$ cat src/rtl/nes_bus_pkg.sv
// rtl/nes_bus_pkg.sv - shared constants, types and helpers for the NES CPU bus master
package nes_bus_pkg;

    localparam logic [15:0] PRG_ROM_BASE = 16'h8000;
    localparam logic [15:0] WRAM_BASE    = 16'h6000;

    localparam logic [15:0] MAP_REG_8000 = 16'h8000;
    localparam logic [15:0] MAP_REG_8001 = 16'h8001;
    localparam logic [15:0] MAP_REG_A000 = 16'hA000;
    localparam logic [15:0] MAP_REG_A001 = 16'hA001;
    localparam logic [15:0] MAP_REG_C000 = 16'hC000;
    localparam logic [15:0] MAP_REG_C001 = 16'hC001;
    localparam logic [15:0] MAP_REG_E000 = 16'hE000;
    localparam logic [15:0] MAP_REG_E001 = 16'hE001;

    localparam int unsigned DEF_M2_LOW  = 3;
    localparam int unsigned DEF_M2_HIGH = 5;

    typedef enum logic [1:0] {
        ST_RESET = 2'd0,
        ST_IDLE  = 2'd1,
        ST_BUSY  = 2'd2
    } bus_state_t;

    typedef struct packed {
        logic [15:0] addr;
        logic        rw;
        logic [7:0]  wdata;
    } bus_cycle_t;

    // /ROMSEL is the NAND of A15 and M2 on the real console.
    function automatic logic romsel_of(input logic a15, input logic m2);
        return !(a15 && m2);
    endfunction

endpackage

$ cat src/rtl/nes_cpu_bus_master_if.sv
// rtl/nes_cpu_bus_master_if.sv - request/response stream and cartridge CPU bus signals
interface nes_cpu_bus_master_if;

    logic        req_valid;
    logic        req_ready;
    logic [15:0] req_addr;
    logic        req_rw;
    logic [7:0]  req_wdata;

    logic        rsp_valid;
    logic        rsp_write;
    logic [7:0]  rsp_rdata;

    logic        m2;
    logic        romsel;
    logic        cpu_rw_out;
    logic [14:0] cpu_addr_out;
    logic [7:0]  cpu_data_out;
    logic        cpu_data_oe;
    logic [7:0]  cpu_data_in;

    logic        irq_n;
    logic        irq_active;

    modport master (
        input  req_valid, req_addr, req_rw, req_wdata, cpu_data_in, irq_n,
        output req_ready, rsp_valid, rsp_write, rsp_rdata,
        output m2, romsel, cpu_rw_out, cpu_addr_out, cpu_data_out, cpu_data_oe,
        output irq_active
    );

    modport slave (
        output req_valid, req_addr, req_rw, req_wdata, cpu_data_in, irq_n,
        input  req_ready, rsp_valid, rsp_write, rsp_rdata,
        input  m2, romsel, cpu_rw_out, cpu_addr_out, cpu_data_out, cpu_data_oe,
        input  irq_active
    );

endinterface

$ cat src/rtl/nes_cpu_bus_master_sync_2ff.sv
// rtl/nes_cpu_bus_master_sync_2ff.sv - two-flop synchronizer for the cartridge IRQ line
module sync_2ff #(
    parameter logic RESET_VAL = 1'b1
) (
    input  logic clk,
    input  logic rst_n,
    input  logic d,
    output logic q
);

    logic meta_q;

    always_ff @(posedge clk) begin
        if (!rst_n) begin
            meta_q <= RESET_VAL;
            q      <= RESET_VAL;
        end else begin
            meta_q <= d;
            q      <= meta_q;
        end
    end

endmodule

$ cat src/rtl/nes_cpu_bus_master.sv
// rtl/nes_cpu_bus_master.sv - turns a request stream into cycle-accurate NES CPU bus cycles
module nes_cpu_bus_master
    import nes_bus_pkg::*;
#(
    parameter int unsigned M2_LOW    = DEF_M2_LOW,
    parameter int unsigned M2_HIGH   = DEF_M2_HIGH,
    parameter logic [15:0] IDLE_ADDR = 16'h0000
) (
    input logic                  clk,
    input logic                  rst_n,
    nes_cpu_bus_master_if.master bus
);

    localparam int unsigned P    = M2_LOW + M2_HIGH;
    localparam int unsigned PH_W = $clog2(P);
    localparam logic [PH_W-1:0] PH_LAST = PH_W'(P - 1);
    localparam logic [PH_W-1:0] PH_M2   = PH_W'(M2_LOW);
    localparam bus_cycle_t IDLE_CYCLE = '{addr: IDLE_ADDR, rw: 1'b1, wdata: 8'h00};

    generate
        if (M2_LOW < 1 || M2_HIGH < 2) begin : g_param_check
            $error("nes_cpu_bus_master: M2_LOW must be >= 1 and M2_HIGH must be >= 2");
        end
    endgenerate

    bus_state_t      state_q, state_d;
    logic [PH_W-1:0] ph_q, ph_d;
    bus_cycle_t      cyc_q, cyc_d;
    logic            m2_q, m2_d;
    logic            romsel_q, romsel_d;
    logic            oe_q, oe_d;
    logic            ready_q, ready_d;
    logic            rsp_valid_q, rsp_valid_d;
    logic            rsp_write_q, rsp_write_d;
    logic [7:0]      rsp_rdata_q, rsp_rdata_d;
    logic            period_end;
    logic            accept;
    logic            irq_sync;

    always_comb begin
        period_end  = (ph_q == PH_LAST);
        accept      = period_end && ready_q && bus.req_valid;
        ph_d        = period_end ? '0 : ph_q + PH_W'(1);
        state_d     = state_q;
        cyc_d       = cyc_q;
        rsp_valid_d = 1'b0;
        rsp_write_d = rsp_write_q;
        rsp_rdata_d = rsp_rdata_q;

        case (state_q)
            ST_RESET: state_d = ST_IDLE;
            ST_IDLE,
            ST_BUSY: begin
                if (period_end) begin
                    state_d = accept ? ST_BUSY : ST_IDLE;
                end
            end
            default: state_d = ST_RESET;
        endcase

        // The period boundary both retires the running cycle and loads the next one;
        // read data is captured here because M2 is still high on this edge.
        if (period_end) begin
            if (state_q == ST_BUSY) begin
                rsp_valid_d = 1'b1;
                rsp_write_d = !cyc_q.rw;
                rsp_rdata_d = cyc_q.rw ? bus.cpu_data_in : 8'h00;
            end
            if (accept) begin
                cyc_d = '{addr: bus.req_addr, rw: bus.req_rw, wdata: bus.req_wdata};
            end else begin
                cyc_d = IDLE_CYCLE;
            end
        end

        // Outputs are registered, so they are computed from the phase of the coming tick.
        m2_d     = (ph_d >= PH_M2);
        romsel_d = romsel_of(cyc_d.addr[15], m2_d);
        oe_d     = !cyc_d.rw && m2_d;
        ready_d  = (ph_d == PH_LAST);
    end

    always_ff @(posedge clk) begin
        if (!rst_n) begin
            state_q     <= ST_RESET;
            ph_q        <= '0;
            cyc_q       <= IDLE_CYCLE;
            m2_q        <= 1'b0;
            romsel_q    <= 1'b1;
            oe_q        <= 1'b0;
            ready_q     <= 1'b0;
            rsp_valid_q <= 1'b0;
            rsp_write_q <= 1'b0;
            rsp_rdata_q <= 8'h00;
        end else begin
            state_q     <= state_d;
            ph_q        <= ph_d;
            cyc_q       <= cyc_d;
            m2_q        <= m2_d;
            romsel_q    <= romsel_d;
            oe_q        <= oe_d;
            ready_q     <= ready_d;
            rsp_valid_q <= rsp_valid_d;
            rsp_write_q <= rsp_write_d;
            rsp_rdata_q <= rsp_rdata_d;
        end
    end

    sync_2ff #(
        .RESET_VAL (1'b1)
    ) u_irq_sync (
        .clk   (clk),
        .rst_n (rst_n),
        .d     (bus.irq_n),
        .q     (irq_sync)
    );

    assign bus.req_ready    = ready_q;
    assign bus.rsp_valid    = rsp_valid_q;
    assign bus.rsp_write    = rsp_write_q;
    assign bus.rsp_rdata    = rsp_rdata_q;
    assign bus.m2           = m2_q;
    assign bus.romsel       = romsel_q;
    assign bus.cpu_rw_out   = cyc_q.rw;
    assign bus.cpu_addr_out = cyc_q.addr[14:0];
    assign bus.cpu_data_out = cyc_q.wdata;
    assign bus.cpu_data_oe  = oe_q;
    assign bus.irq_active   = ~irq_sync;

endmodule

$ cat src/flat_wrapper.sv
// flat-port wrapper written by rule: the top's interface ports become plain ports
module nes_cpu_bus_master_flat import nes_bus_pkg::*;
#(
    parameter int unsigned M2_LOW    = DEF_M2_LOW,
    parameter int unsigned M2_HIGH   = DEF_M2_HIGH,
    parameter logic [15:0] IDLE_ADDR = 16'h0000
)
  (clk, rst_n, bus_req_valid, bus_req_addr, bus_req_rw, bus_req_wdata, bus_cpu_data_in, bus_irq_n, bus_req_ready, bus_rsp_valid, bus_rsp_write, bus_rsp_rdata, bus_m2, bus_romsel, bus_cpu_rw_out, bus_cpu_addr_out, bus_cpu_data_out, bus_cpu_data_oe, bus_irq_active);
  nes_cpu_bus_master_if bus_i ();
  input logic clk;
  input logic rst_n;
  input wire logic [$bits(bus_i.req_valid)-1:0] bus_req_valid;
  input wire logic [$bits(bus_i.req_addr)-1:0] bus_req_addr;
  input wire logic [$bits(bus_i.req_rw)-1:0] bus_req_rw;
  input wire logic [$bits(bus_i.req_wdata)-1:0] bus_req_wdata;
  input wire logic [$bits(bus_i.cpu_data_in)-1:0] bus_cpu_data_in;
  input wire logic [$bits(bus_i.irq_n)-1:0] bus_irq_n;
  output wire logic [$bits(bus_i.req_ready)-1:0] bus_req_ready;
  output wire logic [$bits(bus_i.rsp_valid)-1:0] bus_rsp_valid;
  output wire logic [$bits(bus_i.rsp_write)-1:0] bus_rsp_write;
  output wire logic [$bits(bus_i.rsp_rdata)-1:0] bus_rsp_rdata;
  output wire logic [$bits(bus_i.m2)-1:0] bus_m2;
  output wire logic [$bits(bus_i.romsel)-1:0] bus_romsel;
  output wire logic [$bits(bus_i.cpu_rw_out)-1:0] bus_cpu_rw_out;
  output wire logic [$bits(bus_i.cpu_addr_out)-1:0] bus_cpu_addr_out;
  output wire logic [$bits(bus_i.cpu_data_out)-1:0] bus_cpu_data_out;
  output wire logic [$bits(bus_i.cpu_data_oe)-1:0] bus_cpu_data_oe;
  output wire logic [$bits(bus_i.irq_active)-1:0] bus_irq_active;
  assign bus_i.req_valid = bus_req_valid;
  assign bus_i.req_addr = bus_req_addr;
  assign bus_i.req_rw = bus_req_rw;
  assign bus_i.req_wdata = bus_req_wdata;
  assign bus_i.cpu_data_in = bus_cpu_data_in;
  assign bus_i.irq_n = bus_irq_n;
  assign bus_req_ready = bus_i.req_ready;
  assign bus_rsp_valid = bus_i.rsp_valid;
  assign bus_rsp_write = bus_i.rsp_write;
  assign bus_rsp_rdata = bus_i.rsp_rdata;
  assign bus_m2 = bus_i.m2;
  assign bus_romsel = bus_i.romsel;
  assign bus_cpu_rw_out = bus_i.cpu_rw_out;
  assign bus_cpu_addr_out = bus_i.cpu_addr_out;
  assign bus_cpu_data_out = bus_i.cpu_data_out;
  assign bus_cpu_data_oe = bus_i.cpu_data_oe;
  assign bus_irq_active = bus_i.irq_active;
  nes_cpu_bus_master #(.M2_LOW(M2_LOW), .M2_HIGH(M2_HIGH), .IDLE_ADDR(IDLE_ADDR)) u_core (.clk(clk), .rst_n(rst_n), .bus(bus_i));
endmodule
$ cat config.mk
export PLATFORM = sky130hd
export DESIGN_NAME = nes_cpu_bus_master_flat
export DESIGN_NICKNAME = d
export VERILOG_FILES = /design/src/rtl/nes_bus_pkg.sv /design/src/rtl/nes_cpu_bus_master_if.sv /design/src/rtl/nes_cpu_bus_master_sync_2ff.sv /design/src/rtl/nes_cpu_bus_master.sv /design/src/flat_wrapper.sv
export SDC_FILE = /design/constraint.sdc
export NUM_CORES = 1
export LEC_CHECK = 0
export ABC_AREA = 1
export CAP_MARGIN = 20
export CORE_MARGIN = 10
export CORE_UTILIZATION = 41
export CTS_CLUSTER_DIAMETER = 50
export CTS_CLUSTER_SIZE = 40
export DETAILED_ROUTE_END_ITERATION = 10
export PLACE_DENSITY_LB_ADDON = 0.15
export SYNTH_ARGS = -nofsm -noshare
export SYNTH_HDL_FRONTEND = slang
export SYNTH_HIERARCHICAL = 1
export SYNTH_SLANG_ARGS = --single-unit
$ cat constraint.sdc
create_clock -name clk -period 1.5 [get_ports clk]
set_input_delay 0.225 -clock clk [delete_from_list [all_inputs] [get_ports clk]]
set_output_delay 0.225 -clock clk [all_outputs]
set_load 0.05 [all_outputs]
### Word-level counts from Yosys, hierarchy flattened

Cells that the tools add are included.

* input bits: 37
* output and inout bits: 39
* register bits after elaboration: 46

* reduce and logical (&&, ||, !) cells: 11
* magnitude comparators: 1
* multiplexer cells: 8
* eq/ne operators: 5
* bitwise operators: 1
* add/subtract/negate cells: 1

Operators with widths (count)
* 25-bit 2-to-1 mux: 2
* 8-bit 2-to-1 mux: 1
* 3-bit equality test, second input constant: 2
* 1-bit logical AND: 4
* 2-bit 2-to-1 mux: 2
* 2-bit one-hot mux with 2 select lines: 1
* 2-bit AND reduction: 2
* 3-bit by 1-bit adder with 3-bit output, second input constant: 1
* 3-bit by 2-bit greater-or-equal comparator with 1-bit output, second input constant: 1
* 1-bit logical NOT: 3
* 3-bit 2-to-1 mux: 1
* 2-bit by 1-bit equality test with 1-bit output, second input constant: 1
* 2-bit equality test, second input constant: 1
* 2-bit logical NOT: 1
* 2-bit by 1-bit inequality test with 1-bit output, second input constant: 1
* 2-bit OR reduction: 1
* 1-bit 2-to-1 mux: 1
* 1-bit inverter: 1

### Logic depth before layout (Yosys ltp)

Gate-level depths: netlist of the first run.

* depth in word-level cells: 7
* gate-level depth with buffers: 7
* depth with buffers taken out: 7

### Modules after synthesis

Netlist of the first run, hierarchy kept.

Modules (own cells, without submodules)
* nes_cpu_bus_master: instances 1, area an instance 1710.4 um^2, seq. area each 880.8 um^2, cells an instance 179
* sync_2ff: instances 1, area an instance 55.1 um^2, seq. area each 40.0 um^2, cells an instance 6

### Least setup slack after synthesis of the first run

OpenSTA, ideal clock, no wires.

* path kind: register to register
* start: register u_core.ph_q[0]
* end: register u_core.cyc_q, in the netlist u_core/bus.cpu_addr_out[0]
* slack: 0.169 ns
* data arrival time: 1.214 ns
* stages on the path, launching flop included: 8
* clock period less this slack: 1.331 ns
* library setup time: 0.117 ns
* path through: dfxtp_1 > ha_1 > ha_1 > nand3_2 > inv_2 > buf_6 > a22oi_1 > nor2_1

* longest elaborated chain between the ends: 4

Ends and longest elaborated chain
* start, declared: RTL line nes_cpu_bus_master.sv:27 `logic [PH_W-1:0] ph_q, ph_d;`
* start signal, assigned: RTL line nes_cpu_bus_master.sv:97 `ph_q <= ph_d;`
* 3-bit equality test *: RTL line nes_cpu_bus_master.sv:41 `period_end = (ph_q == PH_LAST);`
* 1-bit logical AND (2 in a row): RTL line nes_cpu_bus_master.sv:42 `accept = period_end && ready_q && bus.req_valid;`
* 25-bit 2-to-1 mux: RTL line nes_cpu_bus_master.sv:69 `if (accept) begin`
* end signal, assigned: RTL line nes_cpu_bus_master.sv:98 `cyc_q <= cyc_d;`
* end, declared: RTL line nes_cpu_bus_master.sv:28 `bus_cycle_t cyc_q, cyc_d;`

Mark *: on every way between the ends. The rest lies on a longest branch, timed or not.
A chain may end at the register's enable or synchronous reset.

### Worst setup path after layout of the first run

* start: register u_core.ph_q[0]
* end: register u_core.state_q[1]

* longest elaborated chain between the ends: 6
* elaborated cells between the ends (all ways): 7

Ends and longest elaborated chain
* 3-bit equality test *: RTL line nes_cpu_bus_master.sv:41
* 1-bit logical AND (2 in a row): RTL line nes_cpu_bus_master.sv:42
* 2-bit 2-to-1 mux: RTL line nes_cpu_bus_master.sv:55 `state_d = accept ? ST_BUSY : ST_IDLE;`
* 2-bit 2-to-1 mux: RTL line nes_cpu_bus_master.sv:54 `if (period_end) begin`
* 2-bit one-hot mux with 2 select lines: RTL line nes_cpu_bus_master.sv:50 `case (state_q)`
* end signal, assigned: RTL line nes_cpu_bus_master.sv:96 `state_q <= state_d;`
* end, declared: RTL line nes_cpu_bus_master.sv:26 `bus_state_t state_q, state_d;`

Mark *: on every way between the ends. The rest lies on a longest branch, timed or not. The select of a mux whose other input is x is not followed.

==> key figures, run 1 <==
Power and ir drop
  – Worst IR drop on VDD: 564 uV
  – Pleak: 1.11 nW
  – Power per Cell Area: 899 nW/um2
  – Power consumption: 2.20 mW

Clocking
  – TritonCTS clock tree: yes
  – CTS Root Cell: clkbuf_8
  – H-Tree Level Count: 2
  – Post-CTS Hold Buffers: 0
  – Clk sink count: 46
  – Maximum root-to-sink buffer count: 2
  – Skew-Pair Late Insertion Delay: 0.29 ns
  – Clk slew on worst S/H paths: 0.08 ns
  – Cts bufs inserted: 5

Yosys
  – Post-Syn Instances: 185
  – Area share of the largest cell type after synthesis: 0.522
  – Sequential area share after synthesis: 0.522
  – Seq cells post-synth: 46
  – Synth warnings: 6
  – Post-synth net total: 228
  – Library cells used by synthesis: 19
  – Syn_area_per_cell: 9.54 um2
  – Post-Syn Area: 1770 um2
  – Main area contributors after synthesis: dfxtp_1, buf_4, a22oi_1
  – Synth area leader: dfxtp_1

Floorplan
  – Die H: 85.6 um
  – Top Ports: 76
  – Die area: 7330 um2
  – Std-Cell Core Area: 4090 um2
  – Initial Utilization: 0.432
  – Die Width: 85.6 um
  – Cell row count: 23

Routing
  – TritonRoute pass-1 iters: 4
  – Vias per cell: 4.67
  – WL/cell: 14.1 um
  – DRT iter0 DRCs: 35
  – Final ANT Viol Nets: 0
  – Remaining DRCs: 0
  – Via count: 1378
  – Final wirelength: 4170 um

Place
  – IO Port Bufs: 75
  – Final GP Congestion: 0.761
  – Post-DP HPWL: 3290 um

Final layout
  – Area of the multi-input gates: 587 um2
  – Proportion of layout cells with a drive suffix above 1: 0.249
  – N_diodes: 0
  – Storage element area: 921 um2
  – Filler cells: 382
  – Layout Utilization: 0.598
  – Area Growth Syn to Fin: 38.5%
  – Nets: 289

STA
  – Relative slew slack: 0.866
  – Slew Limit Fails: 0
  – Clock Skew: 0.00344 ns
  – Period utilization: 0.922
  – Fmax: 723 MHz
  – Sum Neg Setup Slack: 0 ns
  – Tmin final: 1.38 ns
  – Final setup vio count: 0
  – RSZ-0062 raised after global routing: no
  – Slew at the pin with the worst max-slew slack: 0.200 ns
  – Final Hold Fails: 0

Status
  – Status: finished clean

GRT
  – First-pass GRT wire length: 6730 um
  – Pin count of the biggest net entering global routing: 17
  – Initial antenna violation count: 0
  – Total track usage: 0.111
  – Total gr overflow: 0
  – Number of global-route vias before repair: 1387

Critical path
  – Crit Path Max Fanout: 6
  – Worst EP required: 1.68 ns
  – Critical path type: reg2reg
  – Critical Path End Type: flip-flop
  – Critical path arrival: 1.56 ns
  – Worst setup SP type: flip-flop

Flow run
  – Max-cap viol count: 0

Min path
  – Hold Crit Class: reg2reg
==> cell type report <==
type,count,area share
clock buffer,6,0.0338
inverter,15,0.0241
multi-input combinational,94,0.240
sequential,46,0.377
tap,50,0.0256
timing repair buffer,84,0.300
==> power by group <==
group	switching, mW	internal (mW)	total, mW
sequential	0.0116	1.24	1.25
combinational	0.101	0.126	0.227
clock	0.364	0.355	0.719
==> stage by stage <==
stage | setup WS [ns] | instances | hold WS, ns | instance area [um2]
6_report | 0.117 | 295 | 0.406 | 2440
5_1_grt | 0.0351 | 295 | 0.444 | 2440
4_1_cts | 0.0165 | 295 | 0.412 | 2430
3_5_place_dp | -0.00237 | 289 | 0.392 | 2340
3_3_place_gp | 0.0688 | 289 | 0.386 | 2340
2_1_floorplan | 0.169 | 185 | 0.294 | 1770
==> per-layer routing <==
| metal | wire length (um) | part of all wire | GRT usage |
|---|---|---|---|
| met1 | 1790 | 0.43 | 0.129 |
| met2 | 1960 | 0.47 | 0.175 |
| met3 | 372 | 0.089 | 0.0549 |
| met4 | 35 | 0.0084 | 0.0314 |
| met5 | 0 | 0 | 0 |
==> cells in the final DEF, fill, tap and decap left out <==
cell and count:
buf_4 47, dfxtp_1 46, clkdlybuf4s50_1 36, nor2_1 29, a22oi_1 19, nand2_1 16
inv_1 13, a22o_1 10, a21oi_1 7, clkbuf_8 6, ha_1 5, buf_12 1
inv_2 1, nand3_2 1, inv_4 1, nand2_4 1, nor2_8 1, nor2_2 1
o21a_1 1, nor3_1 1, nand3_1 1, ha_4 1
==> cells by family (layout without fill, tap and decap cells) <==
group | Yosys count | count (layout) | synth area share
flops | 46 | 46 | 0.522
simple gates | 51 | 51 | 0.125
compound gates | 37 | 37 | 0.154
buf+inv | 45 | 105 | 0.156
fa+ha+maj | 6 | 6 | 0.0425
==> critical path, cell delays in order, from the launching register on <==
cell     delay, ns
dfxtp_1       0.33
ha_1          0.23
ha_4          0.19
nand3_2       0.13
nor2_2        0.06
buf_4         0.16
o21a_1        0.18
==> synth_stat cells <==
cell type	count
a21oi_1	7
ha_1	6
nand2_1	16
inv_2	2
nor2_2	1
dfxtp_1	46
a22o_1	10
nand3_2	1
a22oi_1	19
nor3_1	1
nand2_2	1
buf_4	25
buf_2	4
o21a_1	1
nor2_1	29
buf_6	1
nand3_1	1
inv_1	13
nor2_8	1
==> sequential cells by signal, summed over array words and instances, names as in the netlist <==
signal / cells
u_core/u_irq_sync/meta_q: 1
u_core/bus.req_ready: 1
u_core/bus.rsp_valid: 1
u_core/bus.cpu_addr_out: 15
u_core/ph_q: 3
u_core/u_irq_sync/q: 1
u_core/bus.rsp_write: 1
u_core/bus.romsel: 1
u_core/bus.m2: 1
u_core/bus.rsp_rdata: 8
u_core/bus.cpu_data_out: 8
u_core/state_q: 2
u_core/cyc_q: 1
u_core/bus.cpu_rw_out: 1
u_core/bus.cpu_data_oe: 1
==> timing repair <==
item	4_1_cts	5_1_grt
setup endpoints to repair	1	31
resized for setup	1	3
setup buffers	0	0
==> worst paths after layout <==
check,endpoint,slack [ns],start,cells past startpoint
setup reg to reg,u_core/state_q[1],0.12,u_core/ph_q[0],6
hold reg to reg,u_core/u_irq_sync/q,0.41,u_core/u_irq_sync/meta_q,2
setup / recovery,u_core/state_q[1],0.12,u_core/ph_q[0],6
hold / removal,u_core/u_irq_sync/q,0.41,u_core/u_irq_sync/meta_q,2
Note: power is estimated with default switching activity, not from simulation.
==> inputs of run 2 (changes only) <==
Settings changed: CORE_UTILIZATION 41 to 40, PLACE_DENSITY from default to 0.87, PLACE_DENSITY_LB_ADDON 0.15 to default.
==> run 2 against run 1 <==
- clock power up 26%
- clock skew is 0.0022 ns higher
- combinational power is essentially flat
- via count fell by 0.87%
- largest cell class unchanged
- core utilization is 2.4 points lower
- critical path type unchanged
- critical path depth rose by 1
- clock-buffer cell count is the same
- largest power group unchanged
- final area is 1.5% higher
==> key figures, run 2 (same netlist as run 1, synthesis figures left out) <==
Status
  – Status: finished clean

Routing
  – Remaining DRCs: 0 (unchanged)
  – WL/cell: 14.9 um (+5.8%)
  – Met3 WL: 258 um (-31%)
  – Routed wl met2: 2330 um (+18%)
  – TritonRoute pass-1 iters: 6 (+2)
  – DRT iter0 DRCs: 87 (+150%)
  – Top Metal Used: met4
  – Final wirelength: 4440 um (+6.6%)
  – Vias per cell: 4.60 (-1.5%)
  – Final ANT Viol Nets: 0 (unchanged)
  – Via count: 1366 (-0.87%)
  – DRT met1 WL: 1780 um (-0.45%)

Power and ir drop
  – Sequential Power Share: 0.526 (-0.044)
  – Worst IR drop on VDD: 602 uV (+6.8%)
  – Power Internal: 1.86 mW (+8.1%)
  – Pleak: 1.10 nW (-0.83%)
  – Sw Pwr: 0.519 mW (+9.0%)
  – Clock power share: 0.379 (+0.052)
  – Power consumption: 2.38 mW (+8.3%)
  – Sw Share: 0.218 (+0.00134)
  – Power per Cell Area: 959 nW/um2 (+6.7%)
  – Gate power share: 0.095 (-0.008)

GRT
  – Total gr overflow: 0 (unchanged)
  – Pin count of the biggest net entering global routing: 18 (+1)
  – Total track usage: 0.109 (-0.00195)
  – First-pass GRT wire length: 6440 um (-4.3%)
  – Number of global-route vias before repair: 1310 (-5.6%)
  – Initial antenna violation count: 0 (unchanged)

Floorplan
  – Std-Cell Core Area: 4320 um2 (+5.8%)
  – Die area: 7470 um2 (+1.9%)
  – Initial Utilization: 0.408 (-0.0238)
  – Die Width: 86.4 um (+0.95%)
  – Cell row count: 24 (+4.3%)
  – Top Ports: 76 (unchanged)
  – Die H: 86.4 um (+0.95%)

Min path
  – Hold Crit Class: reg2reg
  – Hold wc startpoint: u_core/u_irq_sync/meta_q
  – Worst hold path cell count: 2 (unchanged)
  – Hold Path End: u_core/u_irq_sync/q

Final layout
  – Proportion of layout cells with a drive suffix above 1: 0.249 (unchanged)
  – N_diodes: 0 (unchanged)
  – Commonest cells after routing, fill and taps aside: dfxtp_1, buf_4, clkdlybuf4s50_1, nor2_1, a22oi_1
  – Nets: 287 (-0.69%)
  – Most common cell after layout, fill and taps aside: dfxtp_1
  – Area Growth Syn to Fin: 40.6%
  – Max FFs per register: 15 (unchanged)

STA
  – Hold slack: 0.412 ns (+0.00543 ns)
  – Slew Limit Fails: 0 (unchanged)
  – Sum Neg Setup Slack: 0 ns (unchanged)
  – Final Hold Fails: 0 (unchanged)
  – Slew at the pin with the worst max-slew slack: 0.298 ns (+0.0979 ns)
  – RSZ-0062 raised after global routing: yes
  – Tmin final: 1.44 ns (+0.0568 ns)
  – Final setup vio count: 0 (unchanged)
  – Relative slew slack: 0.801 (-0.0650)
  – Period utilization: 0.960 (+0.0379)
  – Fmax: 695 MHz (-3.9%)
  – Clock Skew: 0.00562 ns (+0.00218 ns)

Clocking
  – Post-CTS Hold Buffers: 0 (unchanged)
  – Maximum root-to-sink buffer count: 2 (unchanged)
  – Clk slew on worst S/H paths: 0.08 ns (about the same)
  – Skew-Pair Late Insertion Delay: 0.29 ns (about the same)
  – Cts bufs inserted: 5 (unchanged)
  – TritonCTS clock tree: yes
  – H-Tree Level Count: 2 (unchanged)
  – CTS Root Cell: clkbuf_8
  – Clk sink count: 46 (unchanged)

Critical path
  – Critical Path End Type: flip-flop
  – Worst reg2reg setup slack: 0.06 ns (-0.06 ns)
  – Reg-to-Reg Start: u_core/ph_q[0]
  – Critical path type: reg2reg
  – R2r worst-path depth: 7 (+1)
  – Worst EP required: 1.68 ns (about the same)
  – Crit Path Max Fanout: 12 (+6)
  – Worst setup SP type: flip-flop
  – Critical path arrival: 1.62 ns (+0.06 ns)
  – FF-to-FF End: u_core/bus.cpu_data_out[5]

Flow run
  – Max-cap viol count: 0 (unchanged)

Place
  – Post-DP HPWL: 3350 um (+1.7%)
  – Final GP Congestion: 0.780 (+2.6%)
  – IO Port Bufs: 75 (unchanged)
==> run 2: cell count changes in the layout (fill, tap and decap cells not counted), sizes merged <==
cell / before / now
clkinvlp: 0 / 1
buf: 48 / 46
bufinv: 0 / 1
==> run 2: worst max path at each step <==
stage / startpoint / to / cells after the start
2_1_floorplan: u_core/ph_q[0] / u_core/bus.cpu_addr_out[0] / 7
3_3_place_gp: u_core/ph_q[0] / u_core/bus.rsp_rdata[4] / 6
3_5_place_dp: u_core/ph_q[0] / u_core/bus.rsp_rdata[7] / 6
4_1_cts: u_core/ph_q[0] / u_core/bus.cpu_addr_out[0] / 7
5_1_grt: u_core/ph_q[0] / u_core/bus.cpu_data_out[5] / 7
6_report: u_core/ph_q[0] / u_core/bus.cpu_data_out[5] / 7
==> run 2: critical path, stage by stage, from the launching register on <==
cell	delay (ns)
dfxtp_1	0.34
ha_1	0.23
ha_4	0.19
nand3_2	0.12
inv_2	0.08
buf_12	0.14
a22oi_1	0.15
nor2_1	0.08
==> run 2: repair_timing <==
action,CTS,global route
hold endpoints to repair,0,0
gates resized for setup,1,2
setup buffers,0,0
endpoints found under the setup margin,7,7
cloned,0,0
==> run 2: power by group through the flow <==
stage	sequential, mW	combinational (mW)	clock [mW]
after detailed placement	1.28	0.221	0
final	1.25	0.226	0.903
after CTS	1.25	0.223	0.919
after global placement	1.28	0.217	0
after floorplan	1.30	0.0707	0
after global routing	1.26	0.245	0.958
==> run 2: per-stage QoR <==
step / utilization / area [um2] / setup WS (ns) / cells
2_1_floorplan: - / 1770 / 0.169 / 185
3_3_place_gp: 0.545 / 2350 / 0.0463 / 289
3_5_place_dp: 0.545 / 2350 / 0.00799 / 289
4_1_cts: 0.571 / 2470 / 0.0315 / 297
5_1_grt: 0.574 / 2480 / -0.0180 / 297
6_report: 0.574 / 2480 / 0.0605 / 297
==> run 2: layer usage <==
metal  vias up  global-route usage
met5         -                   0
met4         0              0.0398
met3         7              0.0375
met2        47               0.192
met1       611               0.117
li1        701                   -
==> run 2: cell type report <==
class                           count  area (um2)
Clock buffer                        6        72.6
Clock inverter                      2        37.5
Multi-Input combinational cell     94         587
Timing Repair Buffer               82         743
Tap cell                           52        65.1
Inverter                           15        56.3
Sequential cell                    46         921
Fill cell                         381        1840
==> inputs of run 3 (changes only) <==
Settings changed: RECOVER_POWER from default to 100.
==> run 3 against run 2 <==
- worst hold slack is essentially flat
- highest routed layer unchanged
- sequential cell count stayed put
- total power fell by 0.55%
- non-clock buffer count is the same
- final cell count did not move
- final area down 4.6%
- global-route usage unchanged
- register-to-register slack about the same
- first-iteration DRC count shrank 22%
- critical endpoint unchanged
- die area is the same
==> key figures, run 3 (same netlist as run 1, synthesis figures left out) <==
GRT
  – Initial antenna violation count: 0 (unchanged)
  – Total track usage: 0.109 (unchanged)
  – Total gr overflow: 0 (unchanged)
  – First-pass GRT wire length: 6440 um (unchanged)
  – Number of global-route vias before repair: 1310 (unchanged)
  – Pin count of the biggest net entering global routing: 18 (unchanged)

STA
  – Clock Skew: 0.00531 ns (-0.000308 ns)
  – Period utilization: 0.955 (-0.00499)
  – Tmin final: 1.43 ns (-0.00749 ns)
  – Final Hold Fails: 0 (unchanged)
  – Final setup vio count: 0 (unchanged)
  – Slew Limit Fails: 0 (unchanged)
  – Fmax: 698 MHz (+0.52%)
  – RSZ-0062 raised after global routing: yes
  – Slew at the pin with the worst max-slew slack: 0.631 ns (+0.333 ns)
  – Relative slew slack: 0.581 (-0.220)

Critical path
  – Worst EP required: 1.68 ns (about the same)
  – Critical path arrival: 1.61 ns (about the same)
  – Crit-path slowest cell: dfxtp_1
  – Crit Path Max Fanout: 12 (unchanged)
  – Worst reg2reg setup slack: 0.07 ns (about the same)
  – Worst setup SP type: flip-flop
  – Critical path type: reg2reg
  – Crit-path cells: ha_1 -> ha_4 -> nand3_2 -> inv_2 -> buf_12 -> a22oi_1 -> nor2_1
  – Critical Path End Type: flip-flop
  – Slowest Stage Delay on Critical Path: 0.34 ns (about the same)
  – R2r worst-path depth: 7 (unchanged)

Routing
  – Final ANT Viol Nets: 0 (unchanged)
  – DRT iter0 DRCs: 68 (-22%)
  – Via count: 1365 (-0.073%)
  – Vias per cell: 4.60 (about the same)
  – Final wirelength: 4390 um (-1.1%)
  – Remaining DRCs: 0 (unchanged)
  – TritonRoute pass-1 iters: 4 (-2)
  – WL/cell: 14.8 um (-1.1%)

Final layout
  – Commonest cells after routing, fill and taps aside: dfxtp_1, clkdlybuf4s50_1, nor2_1, clkbuf_2, a22oi_1
  – Area Growth Syn to Fin: 34.1%
  – Nets: 287 (unchanged)
  – N_diodes: 0 (unchanged)
  – Max FFs per register: 15 (unchanged)
  – Layout Utilization: 0.547 (-0.0266)
  – Final std cells w/o fill: 297 (unchanged)
  – Most common cell after layout, fill and taps aside: dfxtp_1
  – Proportion of layout cells with a drive suffix above 1: 0.192 (-0.0571)

Clocking
  – H-Tree Level Count: 2 (unchanged)
  – Post_cts resized: 1 (unchanged)
  – CTS Root Cell: clkbuf_8
  – Post-CTS Hold Buffers: 0 (unchanged)
  – Clk sink count: 46 (unchanged)
  – Skew-Pair Late Insertion Delay: 0.29 ns (about the same)
  – TritonCTS clock tree: yes
  – Clk slew on worst S/H paths: 0.08 ns (about the same)
  – Setup Buffers After CTS: 0 (unchanged)
  – Maximum root-to-sink buffer count: 2 (unchanged)
  – Cts bufs inserted: 5 (unchanged)

Place
  – Post-DP HPWL: 3350 um (unchanged)
  – IO Port Bufs: 75 (unchanged)
  – Placed Cells: 289 (unchanged)
  – Final GP Congestion: 0.780 (unchanged)

Power and ir drop
  – Power per Cell Area: 1000 nW/um2 (+4.3%)
  – Worst IR drop on VDD: 600 uV (-0.45%)
  – Pleak: 1.03 nW (-7.0%)

Floorplan
  – Std-Cell Core Area: 4320 um2 (unchanged)
  – Die Width: 86.4 um (unchanged)
  – Initial Utilization: 0.408 (unchanged)
  – Die H: 86.4 um (unchanged)
  – Cell row count: 24 (unchanged)
  – Top Ports: 76 (unchanged)
  – Die area: 7470 um2 (unchanged)

Flow run
  – Max-cap viol count: 0 (unchanged)

Min path
  – Hold Crit Class: reg2reg
  – Worst hold path cell count: 2 (unchanged)

Status
  – Status: finished clean
## run 3: changes by cell type in the layout (fill, tap and decap cells not counted)
| cell | delta |
|---|---|
| clkdlybuf4s50_1 | -1 |
| clkbuf_4 | +1 |
| dlygate4sd3_1 | +1 |
| buf_4 | -40 |
| clkbuf_1 | +14 |
| clkbuf_2 | +25 |
## run 3: critical path, delay by kind of cell, from the launching register on
kind                     cells  cell delay, ns
adder cells (fa/ha/maj)      2            0.42
AND/OR/NAND/NOR              2            0.20
AO/OA/AOI/OAI                1            0.15
buffers and inverters        2            0.22
flip-flops                   1            0.34
## run 3: layer usage
metal	track usage	vias up	wire length, um	part of all wire
met5	0	-	0	0
met1	0.117	616	1750	0.40
met2	0.192	41	2340	0.53
met4	0.0398	0	64	0.015
li1	-	703	-	-
met3	0.0375	5	236	0.054
## run 3: metrics by stage
step	power, mW	hold WS [ns]	cell area, um2	worst slack [ns]	TNS (ns)
after CTS	2.39	0.416	2470	0.0315	0
after floorplan	1.37	0.294	1770	0.169	0
after detailed placement	1.50	0.400	2350	0.00799	0
after global routing	2.45	0.439	2370	-0.0180	-0.0180
final	2.37	0.412	2370	0.0680	0
after global placement	1.50	0.385	2350	0.0463	0
## run 3: where the power goes
group	internal [mW]	leakage (nW)	switching, mW	total (mW)
clock network	0.497	0.0514	0.400	0.897
logic	0.118	0.602	0.100	0.219
registers	1.24	0.372	0.0126	1.25
## run 3: cell type report
class                           count  area [um2]
Fill cell                         414        1960
Sequential cell                    46         921
Timing Repair Buffer               82         628
Multi-Input combinational cell     94         587
Clock buffer                        6        72.6
Tap cell                           52        65.1
Inverter                           15        56.3
Clock inverter                      2        37.5
## run 3: final timing paths
path,startpoint,endpoint
min,u_core/u_irq_sync/meta_q,u_core/u_irq_sync/q
min reg2reg,u_core/u_irq_sync/meta_q,u_core/u_irq_sync/q
max reg2reg,u_core/ph_q[0],u_core/bus.cpu_data_out[5]
max,u_core/ph_q[0],u_core/bus.cpu_data_out[5]
==> edit 1: new RTL, settings of run 1 <==
Set the package constant `DEF_M2_LOW` to 6 (it was 3).
--- a/src/rtl/nes_bus_pkg.sv
+++ b/src/rtl/nes_bus_pkg.sv
@@ -13,7 +13,7 @@
     localparam logic [15:0] MAP_REG_E000 = 16'hE000;
     localparam logic [15:0] MAP_REG_E001 = 16'hE001;
 
-    localparam int unsigned DEF_M2_LOW  = 3;
+    localparam int unsigned DEF_M2_LOW  = 6;
     localparam int unsigned DEF_M2_HIGH = 5;
 
     typedef enum logic [1:0] {
Behaviour: not the same (Yosys sat finds a counterexample within 4 cycles, from zero or initial values and one cycle with rst_n low).
==> edit 1 against run 1 <==
  * Sequential cell count grew 1
  * Largest cell class unchanged
  * Final cell count is 17% higher
  * Global-route usage down 0.26 points
  * Clock skew hardly changed
  * Final area increased by 16%
  * Total power increased by 6.3%
  * Wire length grew 8.6%
  * Worst setup slack better by 0.10 ns
  * Worst hold slack better by 0.017 ns
  * Area after synthesis up 22%
  * Critical path type unchanged
==> edit 1: results (changes against run 1) <==
status=finished, final reports clean; register area share after synthesis=43.5% (-8.6 points); peak supply drop=0.365 mV (-35%); Yosys cell types=29 (+10); pin count of the biggest net entering global routing=30 (+13); syn avg cell area=9.96 um2 (+4.4%); Crit path max-delay family=simple AND/OR/NAND/NOR gates; dominant cells by area after synthesis=dfxtp_1 (44%), a22oi_2 (12%), buf_4 (8.0%); Hold-fix buffers, CTS=0 (unchanged); clock network latency to the later pin of the worst-skew pair=roughly 0.3 ns; Max stage delay on crit path=0.36 ns (+0.03 ns); syn_nets=257 (+13%); commonest cells in the synthesized netlist=dfxtp_1 (47), nand2_1 (26), buf_4 (23), a22oi_2 (20), nor2_2 (20); IO buf count=75 (unchanged); CTS Buffer Depth=2 (unchanged); Synth async-reset ratio=0% (unchanged); post-layout net count=314 (+8.7%); hold crit path type=reg2reg; DR WL/cell=13.1 um (-7.1%); min Tclk post-route=1.28 ns (-0.100 ns); GRT Total Usage=10.8% (-0.26 points); fill count=512 (+34%); Cells after DPL=337 (+17%); Max FO, Critical Path=11 (+5); Pre-Repair DR Iteration Count=4 (unchanged); Worst-Margin Slew=0.339 ns (+0.139 ns); via count=1,549 (+12%); Max stage delay cell, worst path=dfxtp_1; Clock Pin Slew Worst Setup and Hold Paths=0.08 ns (about the same); Worst Clk Skew=0.00362 ns (+0.000180 ns); layout cells sized above 1=45.8% (+21 points); vias in the first global route=1,566 (+13%); hpwl dp=3.41 mm (+3.6%); worst endpoint data arrival time=1.52 ns (-0.04 ns); htree depth=2 (unchanged); post-CTS sizing=0 (-1); Internal Dissipation=1.80 mW (+4.7%); Setup Fix Bufs, Post-CTS=0 (unchanged); Vias/cell=4.49 (-3.9%); max FFs per register=15 (unchanged); warning count from the yosys run=6 (unchanged); GPL Wtd Cong=0.805 (+5.9%); first-pass GRT wire length=7.64 mm (+13%); LEAKAGE=1.16 nW (+4.0%); CTS Buf Count=5 (unchanged); initial antenna violation count=0 (unchanged); Iteration-0 DRC Markers=51 (+46%)
## edit 1: cell count changes after synthesis, moves of 11 or more
cell / change
nor2_2: +19
a22oi_1: -16
a22oi_2: +20
nand2_2: +11
nor2_1: -20
## edit 1: through the flow
step	power, mW	setup WS (ns)	hold slack [ns]	cell area [um2]
floorplan	1.40	0.209	0.294	2160
global placement	1.53	0.0688	0.400	2720
detailed placement	1.53	0.0536	0.407	2720
CTS	2.37	0.194	0.434	2820
global route	2.44	0.101	0.445	2820
finish	2.34	0.218	0.424	2820
## edit 1: area by class of cell
type / count / share of cell area [%]
sequential: 47 / 33.3
multi-input combinational: 120 / 31.1
timing repair buffer: 82 / 26.3
clock buffer: 8 / 3.54
tap: 70 / 3.10
inverter: 18 / 2.57
## edit 1: worst min-delay path: stages, from the launching register on
cell and delay (ns):
dfxtp_1 0.32, inv_1 0.03, nand2_1 0.05
## edit 1: cells by family (layout without fill, tap and decap cells)
family          count (synthesis)  count (layout)  synth area share [%]
simple gates                   77              77                  20.4
flops                          47              47                  43.5
buf+inv                        50             108                  15.8
compound gates                 39              39                  18.2
xor+xnor                        1               1                 0.405
fa+ha+maj                       3               3                  1.74
## edit 1: routing by layer
metal  track usage [%]  wire length (um)  share of wire (%)
met1              13.3              2030                 45
met2              16.2              2060                 46
met3              5.49               378                8.4
met4              3.08                53                1.2
met5                 0                 0                  0
## edit 1: power by group through the flow
| stage | Clock (mW) | Combinational, mW | Sequential (mW) |
|---|---|---|---|
| floorplan | 0 | 0.0839 | 1.31 |
| global placement | 0 | 0.227 | 1.30 |
| detailed placement | 0 | 0.226 | 1.30 |
| CTS | 0.866 | 0.228 | 1.28 |
| global route | 0.918 | 0.248 | 1.28 |
| finish | 0.836 | 0.226 | 1.28 |
## edit 1: path summary, 6_finish.rpt
path / from / to / slack (ns) / depth (start not counted)
max reg2reg: u_core/ph_q[2] / u_core/bus.rsp_rdata[3] / 0.22 / 7
min: u_core/u_irq_sync/meta_q / u_core/u_irq_sync/q / 0.42 / 2
min reg2reg: u_core/u_irq_sync/meta_q / u_core/u_irq_sync/q / 0.42 / 2
max: u_core/ph_q[2] / u_core/bus.rsp_rdata[3] / 0.22 / 7
==> edit 2: new RTL, flow settings as in run 1 <==
Made on the original files. Put a register stage on the output `bus.irq_active`. The value now appears one clock later.
--- a/src/rtl/nes_cpu_bus_master.sv
+++ b/src/rtl/nes_cpu_bus_master.sv
@@ -125,7 +125,9 @@
     assign bus.cpu_addr_out = cyc_q.addr[14:0];
     assign bus.cpu_data_out = cyc_q.wdata;
     assign bus.cpu_data_oe  = oe_q;
-    assign bus.irq_active   = ~irq_sync;
+    always_ff @(posedge clk) begin
+        bus.irq_active <= ~irq_sync;
+    end
 
 endmodule
 
Formal check against the unedited RTL: not equivalent (Yosys sat finds a counterexample within 4 cycles, from zero or initial values and one cycle with rst_n low).
==> edit 2 against run 1 <==
  * Worst hold slack worse by 0.045 ns
  * Sequential cell count up 1
  * First-iteration DRC count is 43% higher
  * Final area increased by 1.0%
  * Maximum frequency rose by 1.3%
  * Worst setup slack improved by 0.018 ns
  * Area after synthesis up 1.1%
  * Wire length grew 0.72%
  * Critical path depth did not move
  * Global-route usage shrank 0.18 points
  * Total power grew 5.1%
  * Largest cell class unchanged
==> edit 2: results (changes against run 1) <==
status=finished, final reports clean; CTS Buffer Depth=2 (unchanged); antenna cells=0 (unchanged); layout cells sized above 1=24.1% (-0.82 points); vias in the first global route=1,316 (-5.1%); Worst Clk Skew=0.00605 ns (+0.00261 ns); IO buf count=75 (unchanged); LEAKAGE=1.11 nW (+0.16%); Yosys cell types=19 (unchanged); root buf cell=clkbuf_8; GPL Wtd Cong=0.769 (+1.1%); Max FO, Critical Path=17 (+11); htree depth=2 (unchanged); hpwl dp=3.28 mm (-0.30%); Synth async-reset ratio=0% (unchanged); Final setup viols=0 (unchanged); register area share after synthesis=52.7% (+0.54 points); Max stage delay on crit path=0.33 ns (about the same); max FFs per register=15 (unchanged); first-pass GRT wire length=6.50 mm (-3.5%); post-synthesis instance total=186 (+0.54%); DR WL/cell=14.2 um (+0.72%); Cells after DPL=287 (-0.69%); Min-Delay Path Depth=1 (-1); Iteration-0 DRC Markers=50 (+43%); peak supply drop=0.552 mV (-2.1%); Hold Crit Start=u_core/u_irq_sync/q; post-layout net count=287 (-0.69%); dominant cells by area after synthesis=dfxtp_1 (53%), buf_4 (11%), a22oi_1 (8.0%); fill count=391 (+2.4%); Worst-Margin Slew=0.294 ns (+0.0939 ns); GRT Total Usage=10.9% (-0.18 points); R2R depth=6 (unchanged); Max stage delay cell, worst path=dfxtp_1; syn_nets=229 (+0.44%); via count=1,367 (-0.80%); commonest cells in the synthesized netlist=dfxtp_1 (47), nor2_1 (29), buf_4 (25), a22oi_1 (19), nand2_1 (16); initial antenna violation count=0 (unchanged); pin count of the biggest net entering global routing=18 (+1)
[edit 2: area by class of cell]
class	count	share of cell area, %
flip-flops and latches	47	38.1
repair buffers	81	28.8
multi-input cells	94	24.1
clock buffers	8	4.05
well taps	50	2.53
inverters	15	2.48
[edit 2: where the power goes]
part           switching, mW  total, mW  internal [mW]
sequential            0.0122       1.28           1.27
combinational         0.0989      0.224          0.125
clock                  0.386      0.807          0.421
total                  0.497       2.31           1.81
[edit 2: kinds of logic (layout without fill, tap and decap cells)]
group | after synthesis | count (layout) | share of synthesized area [%]
AO/OA/AOI/OAI | 37 | 37 | 15.3
adder cells (fa/ha/maj) | 6 | 6 | 4.20
buffers and inverters | 45 | 104 | 15.4
flip-flops | 47 | 47 | 52.7
AND/OR/NAND/NOR | 51 | 51 | 12.4
[edit 2: critical path, delay by kind of cell, from the launching register on]
kind | cells | cell delay [ns]
AOI/OAI and AO/OA | 1 | 0.14
adders and majority gates | 2 | 0.43
buffers and inverters | 1 | 0.24
DFF | 1 | 0.33
and+or+nand+nor | 2 | 0.12
[edit 2: final timing paths]
kind / to / slack, ns
hold / removal: u_core/bus.irq_active / 0.36
hold reg to reg: u_core/bus.irq_active / 0.36
setup / recovery: u_core/bus.cpu_rw_out / 0.14
setup reg to reg: u_core/bus.cpu_rw_out / 0.14
[edit 2: metal layers]
layer | vias up | share of wire, % | GRT usage [%]
met1 | 617 | 42 | 12.5
met3 | 2 | 9.7 | 6.34
met5 | - | 0 | 0
li1 | 703 | - | -
met4 | 0 | 0.52 | 3.59
met2 | 45 | 48 | 16.5
[edit 2: what timing repair did]
action | CTS | global route
gates cloned | 0 | 0
resized for setup | 1 | 5
setup endpoints to repair | 2 | 38
[edit 2: per-stage QoR]
stage,hold WS (ns),instance area [um2],setup WS (ns),utilization (%)
finish,0.361,2470,0.135,60.0
global route,0.386,2470,0.0207,60.0
CTS,0.362,2440,0.00964,59.3
detailed placement,0.342,2340,-0.0197,56.9
global placement,0.343,2340,0.0761,56.9
floorplan,0.294,1790,0.169,-
